## config.mk

```make
export PLATFORM = sky130hd
export DESIGN_NAME = level_controller
export DESIGN_NICKNAME = d
export VERILOG_FILES = /design/src/rtl/level_controller.sv
export SDC_FILE = /design/constraint.sdc
export NUM_CORES = 1
export LEC_CHECK = 0
export ABC_AREA = 1
export CAP_MARGIN = 20
export CORE_UTILIZATION = 58
export CTS_CLUSTER_DIAMETER = 40
export DETAILED_ROUTE_END_ITERATION = 8
export HOLD_SLACK_MARGIN = 0.1
export PLACE_DENSITY = 0.89
export SKIP_LAST_GASP = 1
export SYNTH_ARGS = -nofsm -noshare
export SYNTH_HDL_FRONTEND = slang
export SYNTH_SLANG_ARGS = --single-unit
```

## constraint.sdc

```tcl
create_clock -name clk -period 2.4 [get_ports clk]
set_input_delay 0.72 -clock clk [delete_from_list [all_inputs] [get_ports clk]]
set_output_delay 0.72 -clock clk [all_outputs]
set_load 0.02 [all_outputs]
```

## src/rtl/level_controller.sv

```systemverilog
// level_controller: one encoder and one select button shared across three
// 8-bit colour levels. A short press moves focus to the next channel, a long
// press zeroes the focused level, and encoder detents step the focused level
// with saturation. Every output comes straight from a flop.
module level_controller #(
   parameter int STEP        = 1,
   parameter int LONG_CYCLES = 2_000_000
) (
   input  logic       clk,
   input  logic       reset,
   input  logic       enc_a,
   input  logic       enc_b,
   input  logic       btn,
   output logic [7:0] level0,
   output logic [7:0] level1,
   output logic [7:0] level2,
   output logic [1:0] sel,
   output logic       cleared
);

   localparam int              HW        = $clog2(LONG_CYCLES + 1);
   // Counter value seen on the edge that takes the LONG_CYCLES-th high sample.
   localparam logic [HW-1:0]   HCNT_LAST = HW'(LONG_CYCLES - 1);
   localparam logic [HW-1:0]   HCNT_ONE  = HW'(1);
   localparam logic [8:0]      STEP9     = 9'(STEP);

   typedef enum logic [1:0] {
      IDLE  = 2'd0,
      PRESS = 2'd1,
      HELD  = 2'd2
   } state_t;

   state_t          state_q, state_d;
   logic [HW-1:0]   hcnt_q, hcnt_d;
   logic [1:0]      sel_q, sel_d;
   logic            cleared_q, cleared_d;
   logic            a_q, a_d;
   logic            armed_q, armed_d;

   // Decoded events shared by all three channels.
   logic            a_rise;
   logic            clear_en;

   logic [7:0]      level_all [3];

   // Nothing is acted on until one clock after reset release, so inputs
   // that are already high at release cannot produce a step or a press.
   always_comb begin
      a_d     = enc_a;
      armed_d = 1'b1;
      a_rise  = armed_q & enc_a & ~a_q;
   end

   // Previous-sample and arming flops.
   always_ff @(posedge clk or posedge reset) begin
      if (reset) begin
         a_q     <= 1'b0;
         armed_q <= 1'b0;
      end else begin
         a_q     <= a_d;
         armed_q <= armed_d;
      end
   end

   // Button FSM: focus advances on release of a short press; a long press
   // clears the focused level once and then waits for release in HELD.
   always_comb begin
      state_d   = state_q;
      hcnt_d    = hcnt_q;
      sel_d     = sel_q;
      clear_en  = 1'b0;
      if (armed_q) begin
         case (state_q)
            IDLE: begin
               if (btn) begin
                  state_d = PRESS;
                  hcnt_d  = HCNT_ONE;
               end
            end
            PRESS: begin
               if (btn) begin
                  hcnt_d = hcnt_q + HCNT_ONE;
                  if (hcnt_q == HCNT_LAST) begin
                     clear_en = 1'b1;
                     state_d  = HELD;
                  end
               end else begin
                  sel_d   = (sel_q == 2'd2) ? 2'd0 : sel_q + 2'd1;
                  state_d = IDLE;
               end
            end
            HELD: begin
               if (!btn) begin
                  state_d = IDLE;
               end
            end
            default: begin
               state_d = IDLE;
            end
         endcase
      end
      cleared_d = clear_en;
   end

   // FSM state, hold counter, focus and clear pulse registers.
   always_ff @(posedge clk or posedge reset) begin
      if (reset) begin
         state_q   <= IDLE;
         hcnt_q    <= '0;
         sel_q     <= 2'd0;
         cleared_q <= 1'b0;
      end else begin
         state_q   <= state_d;
         hcnt_q    <= hcnt_d;
         sel_q     <= sel_d;
         cleared_q <= cleared_d;
      end
   end

   // One saturating level register per channel; only the focused one moves.
   for (genvar gi = 0; gi < 3; gi++) begin : g_level
      logic [7:0] lvl_q, lvl_d;
      logic [8:0] sum9, diff9;
      logic       focused;

      // Next level: a clear beats a same-cycle step; 9-bit math detects
      // overflow past 255 and underflow below 0.
      always_comb begin
         focused = (sel_q == 2'(gi));
         sum9    = {1'b0, lvl_q} + STEP9;
         diff9   = {1'b0, lvl_q} - STEP9;
         lvl_d   = lvl_q;
         if (focused && clear_en) begin
            lvl_d = 8'd0;
         end else if (focused && a_rise) begin
            if (enc_b) begin
               lvl_d = diff9[8] ? 8'd0 : diff9[7:0];
            end else begin
               lvl_d = sum9[8] ? 8'd255 : sum9[7:0];
            end
         end
      end

      // Level register.
      always_ff @(posedge clk or posedge reset) begin
         if (reset) begin
            lvl_q <= 8'd0;
         end else begin
            lvl_q <= lvl_d;
         end
      end

      assign level_all[gi] = lvl_q;
   end

   assign level0  = level_all[0];
   assign level1  = level_all[1];
   assign level2  = level_all[2];
   assign sel     = sel_q;
   assign cleared = cleared_q;

endmodule

```

==> qor.yml <==
yosys:
  synth_area_leaders: "dfrtp_1, nand2_1, inv_1"
  ys_warn_count: 0
  synth_xor_area_share_pct: 2.636
  syn_nets: 557
  synth_top_family_by_area: "simple AND/OR/NAND/NOR gates"
  syn_avg_cell_area_sq_um: 6.706
  synth_edf_count: 0
  synthMuxAreaShare_pct: 0.2739
  syn_area_sq_um: 3655
  yosys.area_share.simple_pct: 35.16
  synth_top_area_share_pct: 35.60
  synth.most_common_cell: "nand2_1"
  synth_compound_area_share_pct: 14.79
  ys_ff_latch: 52
  synth_area_leader_cell: "dfrtp_1"
  yosysSeqAreaShare_pct: 35.60
  synthFlopType: "dfrtp_1"
  synth_fa_ha_area_share_pct: 2.396
  syn_inst: 545
  synthTopCellsByCount: "nand2_1, inv_1, nor2_1"
  synth.distinct_cells: 41
  async_flop_share_pct: 100.0
final_layout:
  n_fill_cell: 486
  area.sequential_sq_um: 1301
  fin_nets: 593
  syn_to_final_growth_pct: 14.96
  layout-drive-gt1-share_pct: 6.529
  n_antenna_cell: 0
  multi_input_area_sq_um: 2023
place:
  gp_congestion: 0.9520
  hpwl_um: 6489
  portBuffers: 31
  dpl_worst_slack_ns: 0.02094
worst_setup_path:
  path_class: "reg -> out"
  start_kind: "register"
  crit_slowest_cell: "clkdlybuf4s50_1"
  cp-end-kind: "output pin"
  critPathMaxStageDelay_ns: 0.68
  crit_buf_inv: 1
  cp_cell_sequence: "clkdlybuf4s50_1"
  cp.required_ns: 1.68
  path_delay_family: "buffers and inverters"
  crit_path_max_fanout: 10
  cp.arrival_ns: 1.55
global_route:
  grt_pass1_vias: 3365
  grt_usage_pct: 28.86
  antenna_found_initial: 0
  grt_pass1_wl_um: 14770
  overflow: 0
  grt_max_degree: 53
detailed_routing:
  firstDrtPassIters: 5
  drt-vias-per-instance: 5.632
  drt_iter0_markers: 213
  drc: 0
  ant_nets: 0
  via_count: 3700
  routedWlPerCell_um: 13.62
  routed_wl_um: 8946
sta:
  finalSetupTns_ns: 0
  slew_violations: 0
  rsz0062_at_grt: "no"
  period_share_pct: 94.57
  period_needed_ns: 2.270
  clock_skew_ns: 0.01164
  finalWorstSetupSlack_ns: 0.1304
  fmax_ghz: 0.4406
  setup_viol: 0
  hold_violations: 0
cts:
  cts_buffer_depth: 2
  cts_tree: "done"
  numCtsBuffers: 5
  cts_hold_buf: 0
  cts_resized: 0
  cts-root-buf: "clkbuf_8"
  post-cts-setup-buffers: 0
  clk_latency_ns: 0.32
  clkTransAtPathRegs_ns: 0.10
  htreeDepth: 2
  cts_num_sinks: 52
power:
  seqPwrFrac_pct: 34.1
  p_per_area_nw_per_um2: 1032
  leakage_nw: 1.992
  peakVddDrop_v: 0.0006889
  power.internal_mw: 2.311
  clock_power_share_pct: 14.8
  swShare_pct: 46.72
  total_power_mw: 4.337
  power_frac_comb_pct: 51.1
  power.switching_mw: 2.026
die:
  die_h_um: 81.38
  die_w_um: 81.38
  fp-row-count: 28
  die_area_sq_um: 6623
  ios: 32
  start_util_pct: 61.01
  core_area_sq_um: 5991
hold_path:
  worstHoldPathType: "reg -> reg"
status:
  outcome: "finished, final reports clean"
flow_run:
  drv_cap: 0
routing by layer:
| metal | global-route usage, % | routed length [um] | vias to the layer above |
|---|---|---|---|
| li1 | - | - | 1834 |
| met1 | 35.95 | 3896 | 1736 |
| met2 | 50.33 | 4472 | 116 |
| met3 | 5.056 | 432 | 14 |
| met4 | 8.929 | 144 | 0 |
| met5 | 0 | 0 | - |
power groups by stage:
| stage | Sequential, mW | Clock [mW] | Combinational, mW |
|---|---|---|---|
| CTS | 1.47 | 0.641 | 2.21 |
| floorplan | 1.56 | 0 | 1.39 |
| global placement | 1.47 | 0 | 2.09 |
| finish | 1.48 | 0.642 | 2.22 |
| global route | 1.52 | 0.676 | 2.50 |
| detailed placement | 1.48 | 0 | 2.18 |
cells in the final DEF (no fill, tap or decap), drive strengths merged:
cell / netlist / final
o211ai: 1 / 1
nand4: 10 / 10
clkbuf: 3 / 5
a211oi: 2 / 2
o22ai: 1 / 1
a22oi: 1 / 1
nor4: 1 / 1
o31ai: 2 / 2
clkinvlp: 0 / 1
dfrtp: 52 / 52
nand2: 157 / 157
inv: 73 / 74
nor2: 63 / 63
nor3: 7 / 7
clkdlybuf4s50: 0 / 31
o211a: 1 / 1
xnor2: 2 / 2
clkinv: 1 / 1
bufinv: 0 / 1
nand3b: 1 / 1
and3: 1 / 1
a31oi: 2 / 2
a22o: 1 / 1
conb: 1 / 1
a21oi: 25 / 25
xor2: 9 / 9
o21ai: 64 / 64
ha: 7 / 7
a31o: 1 / 1
buf: 8 / 9
nand3: 47 / 47
mux2i: 1 / 1
through the flow:
step	instances	util, %	hold slack, ns	instance area (sq um)
after detailed placement	649	68.21	0.5007	4086
after global placement	649	68.21	0.4958	4086
final	657	70.13	0.5147	4202
after global routing	657	70.13	0.5247	4202
after CTS	657	70.13	0.5144	4202
after floorplan	545	-	0.4787	3655
final cells by class:
type,instances,share of cell area (%)
Tap cell,75,2.233
Clock inverter,3,1.102
Sequential cell,52,30.97
Inverter,74,6.611
Multi-Input combinational cell,408,48.15
Timing Repair Buffer,40,9.291
Clock buffer,5,1.638
cell families after synthesis:
kind of cell	after synthesis
buffers and inverters	85
flip-flops	52
other	1
AND/OR/NAND/NOR	287
XOR/XNOR	11
AO/OA/AOI/OAI	101
adder cells (fa/ha/maj)	7
multiplexers	1
state kept, by name, indices dropped and copies added, names as in the netlist:
name     flops
armed_q      1
level0       8
a_q          1
cleared      1
level2       8
sel          2
state_q      2
level1       8
hcnt_q      21
final timing paths:
check / startpoint / to / slack, ns / cells after the start
min in group asynchronous: reset / level2[5]$_DFFE_PP0P_ / 0.75 / 3
hold reg to reg: hcnt_q[0]$_DFFE_PP0P_ / hcnt_q[0]$_DFFE_PP0P_ / 0.51 / 1
hold / removal: hcnt_q[0]$_DFFE_PP0P_ / hcnt_q[0]$_DFFE_PP0P_ / 0.51 / 1
setup reg to reg: hcnt_q[1]$_DFFE_PP0P_ / level1[6]$_DFFE_PP0P_ / 0.48 / 6
max in group asynchronous: reset / level0[3]$_DFFE_PP0P_ / 1.42 / 3
setup / recovery: level0[3]$_DFFE_PP0P_ / level0[3] / 0.13 / 1
(Power assumes the default switching activity.)
